==> config.mk <==
export PLATFORM = sky130hd
export DESIGN_NAME = mul_arbiter
export DESIGN_NICKNAME = d
export VERILOG_FILES = /design/src/rtl/mul_arbiter.sv
export SDC_FILE = /design/constraint.sdc
export NUM_CORES = 1
export LEC_CHECK = 0
export CORE_AREA = 5 5 176 178
export DETAILED_ROUTE_END_ITERATION = 10
export DIE_AREA = 0 0 181 183
export GPL_TIMING_DRIVEN = 0
export PLACE_DENSITY = 0.59
export SLEW_MARGIN = 20
export SYNTH_ARGS = -nofsm -noshare
export SYNTH_HDL_FRONTEND = slang
export SYNTH_SLANG_ARGS = --single-unit
==> constraint.sdc <==
create_clock -name clk -period 2.7 [get_ports clk]
set_input_delay 0.81 -clock clk [delete_from_list [all_inputs] [get_ports clk]]
set_output_delay 0.81 -clock clk [all_outputs]
set_load 0.05 [all_outputs]
==> src/rtl/mul_arbiter.sv <==
// mul_arbiter: shares one sequential 32x32 signed multiplier among NREQ
// requesters.
//
// A round-robin arbiter grants one requester at a time. The grant is the
// accept of a valid/ready handshake. The block then starts the multiplier
// (ena+rst strobe), waits for dne or a timeout, and presents the product
// with the owner's id until the consumer takes it.
//
// Ports
//   clk, rst            clock, synchronous active-high reset
//   req_valid/req_ready per-requester handshake, ready is one-hot
//   req_a/req_b         operands of requester i at [32*i +: 32]
//   rsp_valid/rsp_ready response handshake
//   rsp_id/rsp_p/rsp_err owner, 64-bit product, timeout flag
//   mul_a/mul_b         registered operands to the multiplier
//   mul_ena/mul_rst     multiplier enable / start strobe
//   mul_p/mul_dne       multiplier product / done
module mul_arbiter #(
  parameter  int NREQ    = 4,
  parameter  int TIMEOUT = 48,
  localparam int IDW     = (NREQ > 1) ? $clog2(NREQ) : 1
) (
  input  logic                 clk,
  input  logic                 rst,
  input  logic [NREQ-1:0]      req_valid,
  input  logic [NREQ*32-1:0]   req_a,
  input  logic [NREQ*32-1:0]   req_b,
  output logic [NREQ-1:0]      req_ready,
  output logic                 rsp_valid,
  input  logic                 rsp_ready,
  output logic [IDW-1:0]       rsp_id,
  output logic [63:0]          rsp_p,
  output logic                 rsp_err,
  output logic [31:0]          mul_a,
  output logic [31:0]          mul_b,
  output logic                 mul_ena,
  output logic                 mul_rst,
  input  logic [63:0]          mul_p,
  input  logic                 mul_dne
);

  localparam int CW = (TIMEOUT > 1) ? $clog2(TIMEOUT) : 1;

  typedef enum logic [1:0] {S_IDLE, S_LAUNCH, S_WAIT, S_RESP} state_t;

  state_t         state, nxt;
  logic [IDW-1:0] last;
  logic [CW-1:0]  cnt;
  logic [IDW-1:0] gnt;
  logic           gnt_vld;

  // Requester index 'off' positions after 'base', wrapping at NREQ.
  function automatic logic [IDW-1:0] rr_idx(logic [IDW-1:0] base, int off);
    int s;
    s = int'(base) + off;
    return IDW'(s % NREQ);
  endfunction

  // Search starts just after the last winner, so the last winner ranks lowest.
  always_comb begin
    gnt     = '0;
    gnt_vld = 1'b0;
    for (int i = 1; i <= NREQ; i++) begin
      if (!gnt_vld && req_valid[rr_idx(last, i)]) begin
        gnt_vld = 1'b1;
        gnt     = rr_idx(last, i);
      end
    end
  end

  wire timed_out = (cnt == CW'(TIMEOUT - 1));

  // State register
  always_ff @(posedge clk) begin
    if (rst) state <= S_IDLE;
    else     state <= nxt;
  end

  // Next state
  always_comb begin
    nxt = state;
    case (state)
      S_IDLE:   if (gnt_vld) nxt = S_LAUNCH;
      S_LAUNCH: nxt = S_WAIT;
      S_WAIT:   if (mul_dne || timed_out) nxt = S_RESP;
      S_RESP:   if (rsp_ready) nxt = S_IDLE;
      default:  nxt = S_IDLE;
    endcase
  end

  // Outputs. Handshake and multiplier controls are masked during reset so
  // nothing is accepted or started while the state is still unknown.
  always_comb begin
    req_ready = '0;
    if (!rst && state == S_IDLE && gnt_vld) req_ready[gnt] = 1'b1;
    mul_ena   = !rst && (state == S_LAUNCH || state == S_WAIT);
    mul_rst   = !rst && (state == S_LAUNCH);
    rsp_valid = (state == S_RESP);
  end

  // Datapath. WAIT is entered only through LAUNCH, and LAUNCH restarts the
  // multiplier. A dne left over from the previous op is therefore cleared
  // before WAIT samples it.
  always_ff @(posedge clk) begin
    if (rst) begin
      last    <= IDW'(NREQ - 1);
      mul_a   <= '0;
      mul_b   <= '0;
      rsp_id  <= '0;
      rsp_p   <= '0;
      rsp_err <= 1'b0;
      cnt     <= '0;
    end else begin
      case (state)
        S_IDLE: if (gnt_vld) begin
          mul_a  <= req_a[32*gnt +: 32];
          mul_b  <= req_b[32*gnt +: 32];
          rsp_id <= gnt;
          last   <= gnt;
        end
        S_LAUNCH: cnt <= '0;
        S_WAIT: begin
          if (mul_dne) begin
            rsp_p   <= mul_p;
            rsp_err <= 1'b0;
          end else if (timed_out) begin
            rsp_p   <= '0;
            rsp_err <= 1'b1;
          end else begin
            cnt <= cnt + 1'b1;
          end
        end
        default: ;
      endcase
    end
  end

endmodule

; ---- Yosys cells after proc, flatten, opt, wreduce, memory -nomap -nowiden
; Cells that the tools add are included.
[op_classes]
n_mux = 30
shift = 2
magnitude_cmp = 6
reduce_logical = 21
add_sub_neg = 5
eq_ne = 9
[ops]
columns = operator, n
row1 = indexed part select 128 x 8 -> 32 bit, 2
row2 = two-way mux 64 bit, 2
row3 = "< comparator 2 x 3 -> 1 bit, second input constant", 5
row4 = two-way mux 2 bit, 7
row5 = two-way mux 6 bit, 2
row6 = case mux 6 bit (2 select lines), 1
row7 = two-way mux 1 bit, 11
row8 = binary-select mux 1 bit (select 2 bit), 4
row9 = logical AND 1 bit, 8
row10 = "inequality test 2 bit, second input constant", 4
row11 = case mux 2 bit (4 select lines), 1
row12 = "adder 6 x 1 -> 6 bit, second input constant", 1
row13 = "== test 6 bit, second input constant", 1
row14 = AND reduction 3 bit, 2
row15 = "adder 2 x 1 -> 2 bit, second input constant", 2
row16 = "adder 2 bit, second input constant", 2
row17 = "== test 2 bit, second input constant", 2
row18 = zero test 1 bit, 4
row19 = two-way mux 4 bit, 1
row20 = AND reduction 2 bit, 2
row21 = nonzero test 2 bit, 2
row22 = demux 1 bit (select 2 bit), 1
row23 = "== test 2 x 1 -> 1 bit, second input constant", 1
row24 = ">= comparator 2 x 1 -> 1 bit, second input constant", 1
row25 = other kinds (3), 4
[word_totals]
word_cells = 81
regBits = 141
output_inout_bits = 138
in_bits = 328

; ---- Logic depth before layout (Yosys ltp)
[logic_depth]
depth_word = 18
depth_mapped = 9
ltp_nobuf = 7

; ---- Worst setup path before layout
; OpenSTA, ideal clock, no wires.
[synth_path]
path_kind = input -> output
startpoint = input req_valid[3]
endpoint = output req_ready[1]
cell_stages = 6
n_path_buf = 2
required_ps = 1890
arrival_time_ps = 2992
setup_slack_ps = -1102
cell_sequence = buf_2 nor2_1 nand2_1 nand2_1 clkbuf_1 nor4_1
[synth_between]
elab_chain_len = 17
word_cells_on_any_way = 29
cone_classes = 2 x order compare / 19 x mux / 8 x reduce/logical
[synth_rtl]
columns = item, line
row1 = from (decl), 25  ; input logic [NREQ-1:0] req_valid,
row2 = binary-select mux 1 bit (select 2 bit), 64  ; if (!gnt_vld && req_valid[rr_idx(last, i)]) begin
row3 = two-way mux 1 bit (not written as such), 64
row4 = two-way mux 1 bit, 64
row5 = zero test 1 bit, 64
row6 = logical AND 1 bit, 64
row7 = two-way mux 1 bit, 64
row8 = zero test 1 bit, 64
row9 = logical AND 1 bit, 64
row10 = two-way mux 1 bit, 64
row11 = zero test 1 bit, 64
row12 = logical AND 1 bit, 64
row13 = two-way mux 2 bit, 64
row14 = < comparator 2 x 3 -> 1 bit (not written as such) / >= comparator 2 x 1 -> 1 bit (equally long branches), 95  ; if (!rst && state == S_IDLE && gnt_vld) req_ready[gnt] = 1'b1;
row15 = logical AND 1 bit (not written as such), 95
row16 = two-way mux 1 bit (not written as such), 95
row17 = demux 1 bit (select 2 bit), 95
row18 = two-way mux 4 bit *, 95
row19 = to (decl), 28  ; output logic [NREQ-1:0] req_ready,
; Mark *: on every way between the ends. The rest lies on a longest branch, timed or not. The select of a mux whose other input is x is not followed.

; ---- Final worst setup path
[layout_path]
startpoint = input req_valid[0]
endpoint = output req_ready[2]
; The elaborated chain is that of the path after synthesis.

==> reports/metrics.cfg <==
[cells_and_area]
layout_commonest_cell=clkdlybuf4s50_1
finalNonFillerCells=1720
mostFrequentLayoutCells=clkdlybuf4s50_1 (453), nor2_1 (184), dfxtp_1 (140)
fillers=2876
drive_gt1_share_pct=7.47
final_nets=1646
final_core_util_pct=44.9
area_growth_pct=85.5

[setup_path]
critPathMaxFanout=10
crit_path_end_kind=output pin
path_class=in -> out
r2r_slack_ns=0.17
crit_required_ns=1.89
worstSetupStartpoint=req_valid[0]
start_kind=input port
reg2reg_from=last[1]
arrival_ns=1.87
r2r_cells=7
timing.rr.end=mul_b[3]
crit_end=req_ready[2]

[detailed_routing]
finalWirelength_mm=37.1
vias=8364
drtPass1Iterations=5
antenna_left=0
routedWlPerCell_um=21.5
viasPerCell=4.86
drt_iter0_drc=498
drc=0

[placement]
place.gp.congestion=0.881
dp_hpwl_mm=29.0
io_buffers=464
numPlacedInstances=1674

[yosys]
ys_ff_latch=141
yosysSeqAreaShare_pct=39.8
synth_warnings=0
ys.flop_type=dfxtp_1
synthDistinctLibCells=43
syn_area_um2=7090
syn_inst=820
syn_area_per_cell_um2=8.64
ys_async_sr_fraction_pct=0
synth_edf_count=0
syn_nets=1154

[clock_network]
cts.path.max_buffers=2
path_clk_slew_ns=0.06
cts_buffers=17
clock_latency_ns=0.43
htree_num_levels=4
ctsRootBufferMaster=clkbuf_16
numClockSinks=141
cts_tree=yes

[global_routing]
grt_antenna_before_repair=7
track_usage_pct=21.1
grt_pass1_wl_mm=53.3
grt_pass1_vias=8461
grt-ovfl-total=0
grt_start_max_net_pins=19

[power_and_ir_drop]
irDropWorstVdd_mv=0.398
powerDensity_nw_per_um2=1000
p_leak_uw=0.00500

[sta]
drv_slew=0
setup_viol=0
fmaxAchievable_mhz=373
rsz0062_at_grt=false
tightest_slew_ns=1.03
whs_ns=0.456
finalCritPeriodShare_pct=99.2
finalCriticalPeriod_ns=2.68
finClkSkew_ns=0.0157
hold_viol=0
slew_headroom_pct=31.0
tns_ns=0

[floorplanning]
rows=63
initial_core_util_pct=24.2
core-area_um2=29200
chipHeight_um=183
die_w_um=181
die_area_um2=33100
ioPinCount=466

[status]
status=finished, final reports clean

[hold_path]
hp-class=reg -> reg

[run]
drv_cap=0

## registers in the layout, indices dropped and copies added (netlist names)
register	cells
last	2
rsp_id	2
mul_a	32
mul_b	32
rsp_err	1
state	2
rsp_p	64
cnt	6
## synthesized netlist by cell type (all sizes together) (2+ instances only)
master     n  area, um^2
o21ai      8        40.0
nor2b      4        25.0
nor4       3        18.8
clkbuf    47         176
nor3       4        20.0
a211oi     3        22.5
a221o     55         551
nand2     65         244
mux2i     65         651
or2       10        62.6
inv        9        33.8
dfxtp    141        2820
a31oi      2        12.5
a21oi     12        60.1
a22oi     64         480
nor2     189         712
a311oi     2        23.8
a221oi     9        78.8
nor3b      2        15.0
a22o       2        17.5
o2bb2ai   55         482
o22ai     10        62.6
o21bai    10        75.1
buf       27         203
ha         6        75.1
nand2b     5        31.3
## critical path, stage by stage
cell	delay, ns
buf_4	0.15
o21ai_2	0.16
o211a_1	0.20
buf_8	0.16
nor3b_4	0.20
buf_6	0.18
## layer usage
metal	part of all wire, %	global-route usage, %	vias up
li1	-	-	4015
met1	38	23.0	3927
met2	51	38.2	382
met3	9.2	8.19	38
met4	1.6	6.57	2
met5	0.035	0	-
## worst min-delay path by stage
stage	to	cells past startpoint	from	slack, ns
after floorplan	cnt[2]	1	cnt[2]	0.46
after global placement	rsp_err	2	rsp_err	0.45
after detailed placement	rsp_err	2	rsp_err	0.45
after CTS	rsp_err	2	rsp_err	0.46
after global routing	rsp_err	2	rsp_err	0.50
final	rsp_err	2	rsp_err	0.46
## metrics by stage
| step | worst slack [ns] | cell area, um^2 | power, uW |
|---|---|---|---|
| after CTS | 0.000770 | 13000 | 13200 |
| after global placement | -1.93 | 12300 | 10700 |
| after detailed placement | -1.93 | 12300 | 10700 |
| after global routing | 0.00602 | 13100 | 13900 |
| final | 0.0218 | 13100 | 13200 |
| after floorplan | -0.157 | 7190 | 7940 |
## cell families (layout without fill, tap and decap cells)
| family | Yosys count | after routing | share of synthesized area [%] |
|---|---|---|---|
| AOI/OAI and AO/OA | 237 | 237 | 27.6 |
| adders and majority gates | 6 | 6 | 1.06 |
| buffers and inverters | 83 | 588 | 5.83 |
| DFF | 141 | 141 | 39.8 |
| muxes | 65 | 65 | 9.18 |
| other | 0 | 5 | 0 |
| and+or+nand+nor | 288 | 288 | 16.5 |
## power by group
group	total (uW)	switching, uW	internal (uW)	leakage (uW)
Clock	2340	1110	1230	0.000280
Combinational	7780	4810	2970	0.00357
Sequential	3050	355	2690	0.00116
Total	13200	6270	6900	0.00500
## repair_timing
| action | CTS | global route |
|---|---|---|
| gates resized for setup | 88 | 17 |
| hold buffers | 0 | 0 |
| buffers inserted | 6 | 5 |
| setup endpoints to repair | 94 | 6 |
| gates cloned | 0 | 1 |
| pin swaps | 3 | 4 |
## layout make-up
| type | count | area [um^2] | area share [%] |
|---|---|---|---|
| Tap cell | 390 | 488 | 3.71 |
| Buffer | 71 | 458 | 3.48 |
| Timing Repair Buffer | 476 | 4780 | 36.3 |
| Clock buffer | 18 | 429 | 3.26 |
| Clock inverter | 14 | 146 | 1.11 |
| Multi-Input combinational cell | 596 | 3980 | 30.2 |
| Inverter | 9 | 33.8 | 0.257 |
| Sequential cell | 141 | 2830 | 21.5 |
| Antenna cell | 5 | 12.5 | 0.0952 |
Note: power is estimated with default switching activity, not from simulation.
